[src/rtl/priority_event_encoder.sv]
// -----------------------------------------------------------------------------
// priority_event_encoder
//
// Collects request pulses into a sticky pending vector and presents the
// highest-index pending request as a binary code over a valid/ready handshake.
// This is the reverse mapping of a 2-to-4 style binary decoder: bit i of the
// request vector comes back out as code i.
//
// Parameters:
//   N        number of request lines (power of two, N >= 2)
//   W        code width, derived as $clog2(N)
//
// Ports:
//   clk      rising-edge clock
//   rst_n    asynchronous active-low reset
//   en       capture enable; req is ignored while low
//   req      request pulses, any number of bits per cycle
//   code     binary index of the presented request
//   valid    code is valid
//   ready    consumer accepts code when valid && ready
//   pending  registered pending vector
//   ovr      sticky overrun flag (request on an already-pending bit)
//   ovr_clr  synchronous clear of ovr; a simultaneous overrun wins
// -----------------------------------------------------------------------------
module priority_event_encoder #(
  parameter  int N = 4,
  localparam int W = $clog2(N)
) (
  input  logic         clk,
  input  logic         rst_n,
  input  logic         en,
  input  logic [N-1:0] req,
  output logic [W-1:0] code,
  output logic         valid,
  input  logic         ready,
  output logic [N-1:0] pending,
  output logic         ovr,
  input  logic         ovr_clr
);

  typedef enum logic {
    IDLE = 1'b0,
    HOLD = 1'b1
  } state_t;

  state_t         state_q;
  logic [N-1:0]   pend_q;
  logic [W-1:0]   code_q;
  logic           valid_q;
  logic           ovr_q;

  logic [N-1:0]   set_d;
  logic           ack_d;
  logic [N-1:0]   clr_d;
  logic [N-1:0]   pend_d;
  logic           ovr_d;
  logic [W-1:0]   msb_d;

  // Highest set bit wins; ascending scan lets later (higher) bits overwrite.
  function automatic logic [W-1:0] msb_index(input logic [N-1:0] p);
    logic [W-1:0] idx;
    idx = '0;
    for (int i = 0; i < N; i++) begin
      if (p[i]) idx = W'(i);
    end
    return idx;
  endfunction

  always_comb begin
    set_d  = req & {N{en}};
    ack_d  = valid_q && ready;
    clr_d  = '0;
    if (ack_d) clr_d[code_q] = 1'b1;
    // Set is OR-ed in after the clear, so a re-request in the ack cycle
    // keeps the bit pending.
    pend_d = (pend_q & ~clr_d) | set_d;
    msb_d  = msb_index(pend_d);
    // Overrun only counts hits on bits that stay pending; the set term is
    // evaluated last so it dominates a simultaneous clear request.
    ovr_d  = ovr_q;
    if (ovr_clr) ovr_d = 1'b0;
    if ((set_d & pend_q & ~clr_d) != '0) ovr_d = 1'b1;
  end

  always_ff @(posedge clk or negedge rst_n) begin
    if (!rst_n) begin
      state_q <= IDLE;
      pend_q  <= '0;
      code_q  <= '0;
      valid_q <= 1'b0;
      ovr_q   <= 1'b0;
    end else begin
      pend_q <= pend_d;
      ovr_q  <= ovr_d;
      case (state_q)
        IDLE: begin
          if (pend_d != '0) begin
            code_q  <= msb_d;
            valid_q <= 1'b1;
            state_q <= HOLD;
          end
        end
        HOLD: begin
          // Code is frozen until the consumer takes it, even if a
          // higher-priority request shows up meanwhile.
          if (ack_d) begin
            if (pend_d != '0) begin
              code_q <= msb_d;
            end else begin
              valid_q <= 1'b0;
              state_q <= IDLE;
            end
          end
        end
        default: begin
          state_q <= IDLE;
          valid_q <= 1'b0;
        end
      endcase
    end
  end

  assign code    = code_q;
  assign valid   = valid_q;
  assign pending = pend_q;
  assign ovr     = ovr_q;

endmodule

[config.mk]
export PLATFORM = sky130hd
export DESIGN_NAME = priority_event_encoder
export DESIGN_NICKNAME = d
export VERILOG_FILES = /design/src/rtl/priority_event_encoder.sv
export SDC_FILE = /design/constraint.sdc
export NUM_CORES = 1
export LEC_CHECK = 0
export BUFFER_PORTS_ARGS = -buffer_cell sky130_fd_sc_hd__buf_2
export CAP_MARGIN = 20
export CORE_AREA = 10 10 47 49
export DETAILED_ROUTE_END_ITERATION = 8
export DIE_AREA = 0 0 57 59
export PLACE_DENSITY = 0.7
export REMOVE_ABC_BUFFERS = 1
export SETUP_SLACK_MARGIN = 0.3
export SKIP_LAST_GASP = 1
export SYNTH_ARGS = -nofsm -noshare
export SYNTH_HDL_FRONTEND = slang
export SYNTH_SLANG_ARGS = --single-unit
[constraint.sdc]
create_clock -name clk -period 1.2 [get_ports clk]
set_input_delay 0.24 -clock clk [delete_from_list [all_inputs] [get_ports clk]]
set_output_delay 0.24 -clock clk [all_outputs]
set_load 0.01 [all_outputs]
After elaboration in Yosys (flattened, before gate mapping)

Cells that the tools add are included.

Eq/ne operators: 3
Bitwise gates (word level): 7
$lt $le $gt $ge: 2
Reduce and logical (&&, ||, !) cells: 6
Muxes and demuxes: 18

Operator list:

| kind                                                                                | number |
|---|---|
| 4-bit AND                                                                           | 4 |
| 1-bit two-way mux                                                                   | 9 |
| 2-bit two-way mux                                                                   | 4 |
| 4-bit nonzero test                                                                  | 2 |
| 4-bit two-way mux                                                                   | 1 |
| 2-bit inequality test, second input constant                                        | 2 |
| 4-bit inverter                                                                      | 1 |
| 4-bit OR                                                                            | 1 |
| 1-bit one-hot mux with 2 select lines                                               | 2 |
| 2-bit one-hot mux with 2 select lines                                               | 1 |
| 2-bit by 3-bit less-than comparator with 1-bit output, second input constant        | 1 |
| 3-bit AND reduction                                                                 | 1 |
| 1-bit demux with 2-bit select                                                       | 1 |
| 2-bit by 1-bit greater-or-equal comparator with 1-bit output, second input constant | 1 |
| 1-bit logical AND                                                                   | 2 |
| 2-bit by 1-bit inequality test with 1-bit output, second input constant             | 1 |
| 2-bit nonzero test                                                                  | 1 |
| 1-bit inverter                                                                      | 1 |

Bits in registers: 9
Output and inout port bits: 8

Logic depth before layout (Yosys ltp)

Depth in word-level cells: 14
Depth in mapped cells: 5
Depth with buffers taken out: 5

Worst setup path before layout

No wires, ideal clock.

Path kind: reg2reg
Start point: register code_q[0] (netlist: code[0])
End point: register valid_q (netlist: valid)
Data required time: 1.059 ns
Setup time: 0.141 ns
Data arrival time: 1.264 ns
Stages on the path, launching flop included: 5
Slack: -0.205 ns
Path through: dfrtp_1 -> nand4bb_1 -> a221oi_2 -> a31o_1 -> a32oi_1

Word-level cells in the longest chain between the ends: 11
Elaborated cells between the ends (all ways): 13

Ends and longest elaborated chain:

| element                                                                                                                                                            | RTL line | text |
|---|---|---|
| start: declaration                                                                                                                                                 | 48       | `logic [W-1:0] code_q;` |
| start signal: assignment                                                                                                                                           | 98       | `code_q <= msb_d;` |
| start signal: assignment                                                                                                                                           | 108      | `code_q <= msb_d;` |
| 2-bit by 3-bit less-than comparator with 1-bit output (not written as such) / 2-bit by 1-bit greater-or-equal comparator with 1-bit output (equally long branches) | 73       | `if (ack_d) clr_d[code_q] = 1'b1;` |
| 1-bit logical AND (not written as such)                                                                                                                            | 73       |  |
| 1-bit two-way mux (not written as such)                                                                                                                            | 73       |  |
| 1-bit demux with 2-bit select (*)                                                                                                                                  | 73       |  |
| 4-bit two-way mux (*)                                                                                                                                              | 73       |  |
| 4-bit inverter (*)                                                                                                                                                 | 76       | `pend_d = (pend_q & ~clr_d) \| set_d;` |
| 4-bit AND (*)                                                                                                                                                      | 76       |  |
| 4-bit OR (*)                                                                                                                                                       | 76       |  |
| 4-bit nonzero test (*)                                                                                                                                             | 97, 107  |  |
| 2-bit inequality test (no line)                                                                                                                                    | --       |  |
| 3-bit AND reduction (no line) (*)                                                                                                                                  | --       |  |
| end signal: assignment                                                                                                                                             | 99       | `valid_q <= 1'b1;` |
| end signal: assignment                                                                                                                                             | 110      | `valid_q <= 1'b0;` |
| end signal: assignment                                                                                                                                             | 117      | `valid_q <= 1'b0;` |
| end: declaration                                                                                                                                                   | 49       | `logic valid_q;` |

Mark *: on every way between the ends. The rest lies on a longest branch, timed or not.
A chain may end at the register's enable or synchronous reset.

Worst setup path in the final report

Ends and elaborated chain as after synthesis.

==> flow_metrics.tcl <==
set metrics [dict create \
    outcome "complete, but fails checks" \
    failed_checks "setup timing" \
    slew_viol_final 0 \
    diodes 0 \
    p_sw_w 0.000802 \
    placed_cell_area_um2 633 \
    clockPowerShare_pct 11.3 \
    rsz0062_at_grt "yes" \
    worst-path-max-fanout 5 \
    finalWirelength_um 1750 \
    overflow 0 \
    worst_slack_ns -0.281 \
    clk-insertion-delay-late_ns 0.27 \
    combPwrFrac_pct 60.9 \
    clock_path_buffers 2 \
    synth_top_area_share_pct 48.4 \
    syn_to_final_growth_pct 84.7 \
    fin_skew_ns 0.00485 \
    grt_first_pass_wirelength_um 2590 \
    num_rows 14 \
    synthTopCellsByArea "dfrtp_1 48%, a221oi_2 6.5%, a22o_1 5.6%" \
    power_density_nw_per_um2 2530 \
    worstSetupEndpointType "flip-flop" \
    grt_pass1_vias 582 \
    h-tree-depth 1 \
    yosysSeqAreaShare_pct 48.4 \
    synthCells 45 \
    finalCriticalPeriod_ns 1.48 \
    root_buffer "clkbuf_4" \
    hold_viol_final 0 \
    synth_cell_types 18 \
    yosys_warnings 0 \
    total_leakage_power_nw 0.404 \
    grt_start_max_net_pins 10 \
    yosys.cell_count.top_type "dfrtp_1" \
    finalCritPeriodShare_pct 123 \
    swShare_pct 37.0 \
    wl_per_cell_um 16.7 \
    hp-class "input port to flip-flop" \
    dieHeight_um 59 \
    worstMarginPinSlew_ns 0.307 \
    portBuffers 16 \
    synthTopCellsByCount "9 x dfrtp_1, 6 x nand2_1, 5 x nand3_1" \
    nets 99 \
    crit_required_ns 1.35 \
    post-dp-hpwl_um 1070 \
    power.internal_w 0.00137 \
    max_freq_mhz 675 \
    vias 560 \
    power_frac_seq_pct 27.8 \
    multiInputGateArea_um2 246 \
    postSynth.asyncResetShare_pct 100 \
    critPathKind "flip-flop to flip-flop" \
    synth.avg_cell_area_um2 10.3 \
    cts_tree "built" \
    final_area_um2 860 \
    initial_core_util_pct 33.2 \
    drt-pass1-iter-count 4 \
    routabilityCongestion 0.774 \
    die_w_um 57 \
    io_pins 17 \
    nFillCells 116 \
    synth_seq_cells 9 \
    clkSlewWorstSetupHoldPaths_ns 0.07 \
    synth_ff_type "dfrtp_1" \
    vias_per_cell 5.33 \
    synth-edff-count 0 \
    irDropWorstVdd_mv 1.26 \
    cap_violations 0 \
    final-seq-area_um2 228 \
    finalSetupViolations 9 \
    netlist_area_um2 465 \
    cts.sink_count 9 \
    fp.dieArea_um2 3360 \
    cts_inserted_buffers 3 \
    drt_iter0_drc 14 \
    antenna_found_initial 0 \
    grt_usage_pct 9.78 \
    core-area_um2 1400 \
    critical_path_arrival_ns 1.63 \
    drtAntennaViolNets 0 \
    final.setup.tns_ns -1.58 \
    yosysTopAreaCell "dfrtp_1" \
    post-route-drc-count 0 \
    cp-start-kind "flip-flop" \
    drive_above_1_share_pct 58.4 \
    relSlewSlack_pct 79.5 \
]
[placed cells by master (no fill, tap or decap), types with 2 or more instances in the layout]
master    count
a221oi_2      2
a22o_1        3
buf_2        11
buf_4        15
buf_6        13
clkbuf_4      3
dfrtp_1       7
dfrtp_2       2
inv_1         3
nand2_1       6
nand3_1       4
nand4_1       2
nand4b_1      2
o21a_1        2
o21ai_0       2
[cell type report]
type | count | share of cell area (%)
Timing Repair Buffer | 40 | 37.7
Multi-Input combinational cell | 32 | 28.7
Sequential cell | 9 | 26.5
Clock buffer | 4 | 3.06
Tap cell | 16 | 2.33
Inverter | 4 | 1.75
[worst paths after layout]
path / startpoint / end / slack [ns] / depth (start not counted)
setup / recovery: code[0]$_DFFE_PN0P_ / valid$_DFFE_PN0P_ / -0.28 / 4
hold / removal: req[0] / pending[0]$_DFF_PN0_ / 0.25 / 3
max in group asynchronous: rst_n / pending[2]$_DFF_PN0_ / 0.63 / 2
setup reg to reg: code[0]$_DFFE_PN0P_ / valid$_DFFE_PN0P_ / -0.28 / 4
hold reg to reg: state_q$_DFF_PN0_ / valid$_DFFE_PN0P_ / 0.48 / 1
min in group asynchronous: rst_n / pending[0]$_DFF_PN0_ / 0.36 / 2
[metrics by stage]
step	hold WS (ns)	util [%]	instances	total power, W	setup slack (ns)
finish	0.245	61.3	105	0.00217	-0.281
global route	0.267	61.3	105	0.00231	-0.355
CTS	0.242	56.4	100	0.00193	-0.198
detailed placement	0.104	45.2	86	0.00135	-0.248
global placement	0.104	45.2	86	0.00133	-0.251
floorplan	-0.0556	-	45	0.000938	-0.205
[state kept, by name (all words and copies together), names as in the netlist]
name,count
code,2
state_q,1
valid,1
pending,4
ovr,1
[critical path, cell delays in order (launching register included)]
cell and delay, ns:
dfrtp_1 0.42, nand4bb_1 0.28, a221oi_2 0.39, buf_4 0.18, a32oi_2 0.09
[kinds of logic after synthesis]
kind of cell | count (synthesis) | synth area share [%]
DFF | 9 | 48.4
and+or+nand+nor | 17 | 20.4
buffers and inverters | 4 | 3.22
AOI/OAI and AO/OA | 15 | 28.0
[timing repair]
item,CTS,global route
gates cloned,0,0
setup endpoints to repair,17,17
pin swaps,7,7
setup buffers,9,5
endpoints found under the hold margin,9,0
hold buffers,1,0
gates resized for setup,12,9
[power groups by stage]
stage | registers, W | clock network (W) | logic, W
2_1_floorplan | 0.000627 | 0 | 0.000312
3_3_place_gp | 0.000558 | 0 | 0.000772
3_5_place_dp | 0.000567 | 0 | 0.000781
4_1_cts | 0.000576 | 0.000246 | 0.00111
5_1_grt | 0.000623 | 0.000267 | 0.00142
6_report | 0.000604 | 0.000246 | 0.00132
[layer usage]
layer / share of wire, % / wire length (um) / GRT usage (%)
met3: 6.2 / 109 / 2.79
met1: 36 / 631 / 9.53
met2: 54 / 938 / 17.5
met5: 0 / 0 / 0
met4: 4.0 / 70 / 6.71
(Power assumes the default switching activity.)
